File: src/rtl/fwrisc_mds_param.sv
// fwrisc_mds_param: multi-cycle shift / multiply / divide unit.
// One request at a time: IDLE accepts, RUN iterates one bit per cycle, DONE
// holds the result until the consumer takes it.
// Build option: define FWRISC_MDS_FAST_SHIFT_EN to replace the serial shifter
// with a single-cycle barrel shifter (multiply/divide are unaffected).
module fwrisc_mds_param #(
  parameter int XLEN = 32
) (
  input  logic            clk,
  input  logic            rst,
  input  logic            in_valid,
  output logic            in_ready,
  input  logic [3:0]      in_op,
  input  logic [XLEN-1:0] in_a,
  input  logic [XLEN-1:0] in_b,
  output logic            out_valid,
  input  logic            out_ready,
  output logic [XLEN-1:0] out_data,
  output logic            busy
);

  localparam int SW = $clog2(XLEN);
  localparam int CW = SW + 1;

  localparam logic [1:0] IDLE = 2'd0;
  localparam logic [1:0] RUN  = 2'd1;
  localparam logic [1:0] DONE = 2'd2;

  localparam logic [3:0] OP_SLL    = 4'd0;
  localparam logic [3:0] OP_SRL    = 4'd1;
  localparam logic [3:0] OP_SRA    = 4'd2;
  localparam logic [3:0] OP_MUL    = 4'd3;
  localparam logic [3:0] OP_MULH   = 4'd4;
  localparam logic [3:0] OP_MULHSU = 4'd5;
  localparam logic [3:0] OP_MULHU  = 4'd6;
  localparam logic [3:0] OP_DIV    = 4'd7;
  localparam logic [3:0] OP_DIVU   = 4'd8;
  localparam logic [3:0] OP_REM    = 4'd9;
  localparam logic [3:0] OP_REMU   = 4'd10;

  logic [1:0]        state;
  logic [3:0]        op_r;
  logic [CW-1:0]     cnt;
  logic [XLEN-1:0]   mag_r;   // multiplicand (MUL*) or divisor (DIV*) magnitude
  logic [2*XLEN-1:0] acc;     // product / {remainder, quotient} / shift value
  logic              neg_r;   // negate product or quotient at the end
  logic              rneg_r;  // negate remainder at the end
  logic [XLEN-1:0]   res;

  assign in_ready  = (state == IDLE);
  assign out_valid = (state == DONE);
  assign busy      = (state != IDLE);
  assign out_data  = res;

  logic accept;
  assign accept = in_valid && in_ready;

  // Accept-time decode: operand magnitudes, special cases and their results.
  logic            is_shift, is_mul, is_div, illegal, div0, ovf, skip;
  logic            a_sgn, b_sgn;
  logic [XLEN-1:0] mag_a, mag_b, skip_res;
  logic [SW-1:0]   sh_amt;

  // Classify the incoming request and precompute single-cycle results.
  // NOTE: every output of a combinational block gets a default first so no
  // path leaves it unassigned and no latch is inferred.
  always_comb begin
    is_shift = (in_op <= OP_SRA);
    is_mul   = (in_op >= OP_MUL) && (in_op <= OP_MULHU);
    is_div   = (in_op >= OP_DIV) && (in_op <= OP_REMU);
    illegal  = (in_op > OP_REMU);
    sh_amt   = in_b[SW-1:0];
    a_sgn    = in_a[XLEN-1] && ((in_op == OP_MULH) || (in_op == OP_MULHSU) ||
                                (in_op == OP_DIV)  || (in_op == OP_REM));
    b_sgn    = in_b[XLEN-1] && ((in_op == OP_MULH) || (in_op == OP_DIV) ||
                                (in_op == OP_REM));
    mag_a    = a_sgn ? -in_a : in_a;
    mag_b    = b_sgn ? -in_b : in_b;
    div0     = is_div && (in_b == '0);
    ovf      = ((in_op == OP_DIV) || (in_op == OP_REM)) &&
               (in_a == {1'b1, {(XLEN-1){1'b0}}}) && (in_b == '1);
    skip     = 1'b0;
    skip_res = '0;
    if (illegal) begin
      skip = 1'b1;
    end else if (div0) begin
      skip     = 1'b1;
      skip_res = ((in_op == OP_DIV) || (in_op == OP_DIVU)) ? '1 : in_a;
    end else if (ovf) begin
      skip     = 1'b1;
      skip_res = (in_op == OP_DIV) ? in_a : '0;
    end else if (is_shift) begin
`ifdef FWRISC_MDS_FAST_SHIFT_EN
      skip = 1'b1;
      case (in_op)
        OP_SLL:  skip_res = in_a << sh_amt;
        OP_SRL:  skip_res = in_a >> sh_amt;
        default: skip_res = $unsigned($signed(in_a) >>> sh_amt);
      endcase
`else
      // A zero shift amount needs no iteration: the result is in_a itself.
      skip     = (sh_amt == '0);
      skip_res = in_a;
`endif
    end
  end

  // One iteration of the running operation, plus the final result it yields.
  logic [2*XLEN-1:0] acc_step, prod;
  logic [XLEN:0]     sum, rsh, diff;
  logic [XLEN-1:0]   quo, rem, fin;

  // Single-bit step for shift, shift-add multiply and restoring divide.
  always_comb begin
    acc_step = acc;
    sum      = '0;
    rsh      = '0;
    diff     = '0;
    case (op_r)
      OP_SLL: acc_step[XLEN-1:0] = {acc[XLEN-2:0], 1'b0};
      OP_SRL: acc_step[XLEN-1:0] = {1'b0, acc[XLEN-1:1]};
      OP_SRA: acc_step[XLEN-1:0] = {acc[XLEN-1], acc[XLEN-1:1]};
      OP_MUL, OP_MULH, OP_MULHSU, OP_MULHU: begin
        sum      = {1'b0, acc[2*XLEN-1:XLEN]} + (acc[0] ? {1'b0, mag_r} : '0);
        acc_step = {sum, acc[XLEN-1:1]};
      end
      OP_DIV, OP_DIVU, OP_REM, OP_REMU: begin
        // Remainder stays below the divisor, so the shifted value fits XLEN+1
        // bits and diff[XLEN] is a clean borrow flag.
        rsh  = {acc[2*XLEN-1:XLEN], acc[XLEN-1]};
        diff = rsh - {1'b0, mag_r};
        if (!diff[XLEN]) acc_step = {diff[XLEN-1:0], acc[XLEN-2:0], 1'b1};
        else             acc_step = {rsh[XLEN-1:0],  acc[XLEN-2:0], 1'b0};
      end
      default: acc_step = acc;
    endcase
    prod = neg_r  ? -acc_step : acc_step;
    quo  = neg_r  ? -acc_step[XLEN-1:0] : acc_step[XLEN-1:0];
    rem  = rneg_r ? -acc_step[2*XLEN-1:XLEN] : acc_step[2*XLEN-1:XLEN];
    case (op_r)
      OP_SLL, OP_SRL, OP_SRA:        fin = acc_step[XLEN-1:0];
      OP_MUL:                        fin = prod[XLEN-1:0];
      OP_MULH, OP_MULHSU, OP_MULHU:  fin = prod[2*XLEN-1:XLEN];
      OP_DIV, OP_DIVU:               fin = quo;
      OP_REM, OP_REMU:               fin = rem;
      default:                       fin = '0;
    endcase
  end

  // Control FSM and datapath registers.
  // NOTE: sequential state uses non-blocking assignments so every register
  // samples pre-edge values regardless of statement order.
  always_ff @(posedge clk) begin
    if (!rst) begin
      // NOTE: datapath registers are reset as well as control, so two copies
      // of the unit start bit-identical and out_data reads 0 after reset.
      state  <= IDLE;
      op_r   <= '0;
      cnt    <= '0;
      mag_r  <= '0;
      acc    <= '0;
      neg_r  <= 1'b0;
      rneg_r <= 1'b0;
      res    <= '0;
    end else begin
      case (state)
        IDLE: begin
          if (accept) begin
            op_r <= in_op;
            if (skip) begin
              res   <= skip_res;
              state <= DONE;
            end else begin
              state <= RUN;
              if (is_shift) begin
                acc    <= {{XLEN{1'b0}}, in_a};
                cnt    <= CW'(sh_amt);
                neg_r  <= 1'b0;
                rneg_r <= 1'b0;
              end else if (is_mul) begin
                mag_r  <= mag_a;
                acc    <= {{XLEN{1'b0}}, mag_b};
                cnt    <= CW'(XLEN);
                neg_r  <= a_sgn ^ b_sgn;
                rneg_r <= 1'b0;
              end else begin
                mag_r  <= mag_b;
                acc    <= {{XLEN{1'b0}}, mag_a};
                cnt    <= CW'(XLEN);
                neg_r  <= a_sgn ^ b_sgn;
                rneg_r <= a_sgn;
              end
            end
          end
        end
        RUN: begin
          acc <= acc_step;
          cnt <= cnt - CW'(1);
          if (cnt == CW'(1)) begin
            res   <= fin;
            state <= DONE;
          end
        end
        DONE: begin
          if (out_ready) state <= IDLE;
        end
        default: state <= IDLE;
      endcase
    end
  end

endmodule

File: config.mk
export PLATFORM = sky130hd
export DESIGN_NAME = fwrisc_mds_param
export DESIGN_NICKNAME = d
export VERILOG_FILES = /design/src/rtl/fwrisc_mds_param.sv
export SDC_FILE = /design/constraint.sdc
export NUM_CORES = 1
export LEC_CHECK = 0
export ABC_CLOCK_PERIOD_IN_PS = 8200
export CORE_MARGIN = 4
export CORE_UTILIZATION = 30
export CTS_BUF_LIST = sky130_fd_sc_hd__clkbuf_8
export CTS_CLUSTER_SIZE = 16
export DETAILED_ROUTE_END_ITERATION = 6
export HOLD_SLACK_MARGIN = 0.15
export PLACE_DENSITY_LB_ADDON = 0.12
export SLEW_MARGIN = 20
export SYNTH_ARGS = -nofsm -noshare
export SYNTH_HDL_FRONTEND = slang
export SYNTH_SLANG_ARGS = --single-unit
File: constraint.sdc
create_clock -name clk -period 8.2 [get_ports clk]
set_input_delay 1.23 -clock clk [delete_from_list [all_inputs] [get_ports clk]]
set_output_delay 1.23 -clock clk [all_outputs]
set_load 0.02 [all_outputs]
### Word-level counts from Yosys, hierarchy flattened

Index checks and enable logic that the tools add are counted.

* add/sub/neg operators: 8
* $lt $le $gt $ge: 6
* equality and inequality tests: 25
* mux-type cells: 42
* bitwise logic cells: 3
* reductions and logical operators: 33

Operators with widths (count)
* $mux W32: 17
* $pmux W32 S5: 2
* $mux W64: 4
* $neg A32 Y32: 4
* $pmux W32 S2: 2
* $pmux W64 S2: 1
* $eq A32 B32 Y1 const B: 2
* $neg A64 Y64: 1
* $add A32 B32 Y33: 1
* $sub A33 B32 Y33: 1
* $logic_not A32 Y1: 1
* $eq A4 B3 Y1 const B: 7
* $eq A4 B4 Y1 const B: 5
* $mux W6: 3
* $pmux W6 S2: 1
* $reduce_and A3 Y1: 3
* $eq A4 B2 Y1 const B: 2
* $logic_and A1 B1 Y1: 8
* $mux W2: 4
* $reduce_and A4 Y1: 2
* $reduce_or A4 Y1: 2
* $logic_or A1 B1 Y1: 7
* $mux W1: 7
* $eq A6 B1 Y1 const B: 1
* 22 further kinds: 29

* flip-flop bits (word level): 142
* output and inout bits: 35

### Longest topological paths before layout

* depth after elaboration: 11
* depth in mapped cells: 25
* depth with buffers taken out: 24

### Worst setup path after synthesis

No wires, ideal clock.

* path kind: input -> register
* from: input in_a[13]
* to: register res[16] (netlist: out_data[16])
* library setup time: 120 ps
* arrival time: 4744 ps
* data required time: 8080 ps
* path slack: 3336 ps
* stages on the path: 13
* path buffers: 2
* cells stage by stage: or4_1 -> nor4_1 -> nor4b_1 -> nand2b_1 -> nor4_1 -> and2_1 -> nor2_1 -> a211oi_1 -> clkbuf_1 -> clkbuf_1 -> o21ai_0 -> a211oi_1 -> nor2_1

* word-level cells in the longest chain between the ends: 9
* elaborated cells between the ends (all ways): 14
* classes of those cells: eq/ne (2); mux (9); reduce/logical (3)

Ends and longest elaborated chain
* start, declared: line 14 `input logic [XLEN-1:0] in_a,`
* $eq A32 B32 Y1 *: line 81 `(in_a == {1'b1, {(XLEN-1){1'b0}}}) && (in_b == '1);`
* $logic_and A1 B1 Y1 *: line 80 `ovf = ((in_op == OP_DIV) || (in_op == OP_REM)) &&`
* $logic_and A1 B1 Y1 *: line 81
* $mux W32: line 89 `end else if (ovf) begin`
* $mux W32: line 86 `end else if (div0) begin`
* $mux W32: line 84 `if (illegal) begin`
* $mux W32: line 170 `if (skip) begin`
* $mux W32: line 168 `if (accept) begin`
* $pmux W32 S2: line 166 `case (state)`
* end signal, assigned: line 171 `res <= skip_res;`
* end signal, assigned: line 200 `res <= fin;`
* end, declared: line 48 `logic [XLEN-1:0] res;`

Every way passes the cells marked *; elsewhere a longest branch is shown, timed or not. The select of a mux whose other input is x is not followed.
A chain may end at the register's enable or synchronous reset.

### Final worst setup path

* from: register acc[31]
* to: register res[2] (netlist: out_data[2])

* word-level cells in the longest chain between the ends: 8
* elaborated cells between the ends (all ways): 13
* classes of those cells: add/sub (4); mux (9)

Ends and longest elaborated chain
* start, declared: line 45 `logic [2*XLEN-1:0] acc;`
* start signal, assigned: line 176 `acc <= {{XLEN{1'b0}}, in_a};`
* start signal, assigned: line 182 `acc <= {{XLEN{1'b0}}, mag_b};`
* start signal, assigned: line 188 `acc <= {{XLEN{1'b0}}, mag_a};`
* $sub A33 B32 Y33: line 131 `diff = rsh - {1'b0, mag_r};`
* $mux W64: line 132 `if (!diff[XLEN]) acc_step = {diff[XLEN-1:0], acc[XLEN-2:0], 1'b1};`
* $pmux W32 S5 / $pmux W32 S2 (equally long branches): line 119 `case (op_r)`
* $neg A64 Y64 (tied with other cells): line 137 `prod = neg_r ? -acc_step : acc_step;`
* $mux W64 (tied with other cells): line 137
* $pmux W32 S5 *: line 140 `case (op_r)`
* $mux W32 *: line 199 `if (cnt == CW'(1)) begin`
* $pmux W32 S2 *: line 166

Marks and branches as above.

==> impl_metrics.ini <==
[drt]
wl_mm = 97.9
dr.first_iter.drc_count = 2463
postRouteAntennaNets = 0
drt-wirelength-per-cell_um = 28.8
viasPerCell = 6.30
first_pass_iters = 7
vias = 21410
drc = 0

[clock_network]
clock-root-buffer = clkbuf_8
clk_latency_ns = 0.57
ctsHoldBuffers = 0
cts_sinks = 142
clockBufferDepth = 2
cts.clk_slew.worst_paths_ns = 0.11
post_cts_buffers = 0
tritoncts.num_buffers = 17
cts_resized = 0
cts_tree = done
htreeDepth = 4

[yosys]
synthDistinctLibCells = 97
syn_inst = 2613
yosysTopAreaCell = dfxtp_1
synthArstFlopShare = 0
seq_area_frac_synth = 0.162
avgSynthCellArea_um2 = 6.72
ys_ff_latch = 142
synth_common_cells = 293 x nor2_1, 274 x a21oi_1, 264 x nand2_1
synth_top_area_frac = 0.162
yosys_warnings = 0
synth_most_common_cell = nor2_1
netlist_area_mm2 = 0.0175
synth_edf_count = 0
synthTopCellsByArea = dfxtp_1 16%, a21oi_1 7.8%, nor2_1 6.3%, nand2_1 5.6%, o21ai_0 5.2%
ys.flop_type = dfxtp_1
syn-num-nets = 2758

[sta]
holdWs_ns = 0.475
drv_slew = 0
tightest_slew_ns = 1.13
layout_min_cycle_time_ns = 6.59
max_freq_mhz = 152
max_slew_margin = 0.240
setup_slack_ns = 1.61
setup_tns_ns = 0
fin_crit_sh = 0.804
rsz0062_at_grt = false
hold_violations = 0
finalSetupViolCount = 0
clock_skew_ns = 0.0251

[worst_setup_path]
cp_cell_sequence = inv_1 -> ha_1 -> fa_1 -> nand2b_1 -> a21oi_2 -> o211ai_2 -> a211oi_2 -> o211a_1 -> o21ai_4 -> nand3_1 -> nand2b_1 -> inv_1 -> ha_1 -> inv_1 -> a211oi_1 -> nand2_1 -> nor2_1 -> nand4b_1 -> nor2_1 -> nor2_1 -> o211ai_1 -> a222oi_1 -> o22a_1 -> a211oi_1
cp.depth = 24
critical-path-top-delay-family = compound AO/OA/AOI/OAI gates
worst-path-buf-inv = 3
worstPathArrival_ns = 7.07
r2r_slack_ns = 1.61
cp_max_fo = 11
r2r_end = out_data[2]$_SDFFE_PN0P_
cp_data_required_time_ns = 8.67
cp-start-kind = flip-flop
startpoint = acc[31]$_SDFFE_PN0P_
critPathCaptureType = flip-flop
crit_path_max_incr_delay_ns = 0.57
endpoint = out_data[2]$_SDFFE_PN0P_
reg2reg_depth = 24
crit_type = reg2reg
crit_slowest_cell = nand4b_1
r2r_start = acc[31]$_SDFFE_PN0P_

[floorplanning]
start_util = 0.304
die_x_um = 250
core_area_mm2 = 0.0578
ioPinCount = 107
rows = 88
die_area_mm2 = 0.0624
die_height_um = 250

[grt]
met3_usage = 0.0452
busiest_layer = met2
grt-ovfl-total = 0
antenna_found_initial = 5
grt_pass1_wl_mm = 141
grt_util_met1 = 0.404
grt_use_met2 = 0.470
grtUsageTotal = 0.301
grt_max_degree = 82
grt_pass1_vias = 19951

[place]
routabilityCongestion = 1.01
dp_hpwl_mm = 76.4
pre_cts_ws_ns = 1.67
io_buffers = 106

[outcome]
status = finished, final reports clean

[run]
maxCapViolCount = 0

[final_layout]
area_growth_pct = 12.9
drive_gt1_frac = 0.0620
nets = 2761

[min_path]
hold_path_class = reg2reg

[pwr]
p_per_area_mw_per_mm2 = 144
vdd_drop_max_uv = 134
leakagePower_nw = 7.22
finalPower_mw = 2.86
-- layer usage --
layer / part of all wire / up-vias / wire [um]
met5: 0.00013 / - / 13
met4: 0.057 / 2 / 5620
met3: 0.070 / 185 / 6820
met2: 0.44 / 1019 / 43200
met1: 0.43 / 10424 / 42200
li1: - / 9780 / -
-- through the flow --
| stage | cell area [um2] | instances | utilization |
|---|---|---|---|
| 3_5_place_dp | 19400 | 3362 | 0.336 |
| 3_3_place_gp | 19400 | 3362 | 0.336 |
| 4_1_cts | 19800 | 3394 | 0.342 |
| 2_1_floorplan | 17500 | 2613 | - |
| 5_1_grt | 19800 | 3396 | 0.343 |
| 6_report | 19800 | 3400 | 0.343 |
-- area by class of cell --
type | count | area [um2]
Antenna cell | 6 | 15.0
Inverter | 82 | 310
Multi-Input combinational cell | 2201 | 13700
Fill cell | 6413 | 38000
Sequential cell | 142 | 2850
Tap cell | 765 | 957
Clock buffer | 17 | 234
Clock inverter | 15 | 151
Timing Repair Buffer | 172 | 1560
-- power by group --
group          internal (mW)  switching [mW]
clock                  0.225           0.384
sequential             0.741           0.107
combinational          0.454           0.946
-- cells by family (layout without fill, tap and decap cells) --
family | after synthesis | count (layout) | share of synthesized area
DFF | 142 | 142 | 0.162
adders and majority gates | 75 | 75 | 0.0540
and+or+nand+nor | 972 | 972 | 0.266
AOI/OAI and AO/OA | 965 | 965 | 0.361
xor gates and xnor gates | 162 | 162 | 0.0808
buffers and inverters | 270 | 286 | 0.0605
muxes | 27 | 27 | 0.0155
other | 0 | 6 | 0
-- worst min-delay path: cells and delay by family (launching register included) --
family / cells / cell delay (ns)
flip-flops: 1 / 0.34
AND/OR/NAND/NOR: 1 / 0.06
AO/OA/AOI/OAI: 1 / 0.05
-- flip-flops by register name, summed over array words and instances (netlist names) --
signal / count
rneg_r: 1
state: 2
acc: 64
neg_r: 1
cnt: 6
mag_r: 32
op_r: 4
out_data: 32
-- worst min path at each step --
stage / startpoint / endpoint / slack [ns] / depth (start not counted)
floorplan: mag_r[10]$_SDFFE_PN0P_ / mag_r[10]$_SDFFE_PN0P_ / 0.44 / 2
global placement: mag_r[3]$_SDFFE_PN0P_ / mag_r[3]$_SDFFE_PN0P_ / 0.46 / 2
detailed placement: mag_r[3]$_SDFFE_PN0P_ / mag_r[3]$_SDFFE_PN0P_ / 0.47 / 2
CTS: mag_r[3]$_SDFFE_PN0P_ / mag_r[3]$_SDFFE_PN0P_ / 0.48 / 2
global route: mag_r[3]$_SDFFE_PN0P_ / mag_r[3]$_SDFFE_PN0P_ / 0.50 / 2
finish: mag_r[3]$_SDFFE_PN0P_ / mag_r[3]$_SDFFE_PN0P_ / 0.48 / 2
-- placed cells by master (no fill, tap or decap), types with 9 or more instances in the layout --
cell / instances
and3_1: 28
inv_1: 76
nor4_1: 22
nor2_1: 290
clkbuf_8: 17
nor2b_1: 9
or4_1: 20
a21oi_1: 274
a221oi_1: 21
o22ai_1: 26
mux2i_1: 26
and2_1: 45
o211ai_1: 54
a21o_1: 22
a211oi_1: 97
o21a_1: 13
a31oi_1: 38
nand3_1: 80
ha_1: 71
o41ai_1: 12
or3_1: 18
xor2_1: 79
o31ai_1: 36
o32ai_1: 11
a22oi_1: 34
buf_4: 66
nand2_1: 264
or2_2: 15
o2111ai_1: 10
o21ai_0: 183
o221ai_1: 11
nand4_1: 35
nor3_1: 65
clkdlybuf4s50_1: 106
dfxtp_1: 140
a211o_1: 12
xnor2_1: 83
and4_1: 9
nand2b_1: 24
No activity file was read; power rests on OpenSTA's default activity.
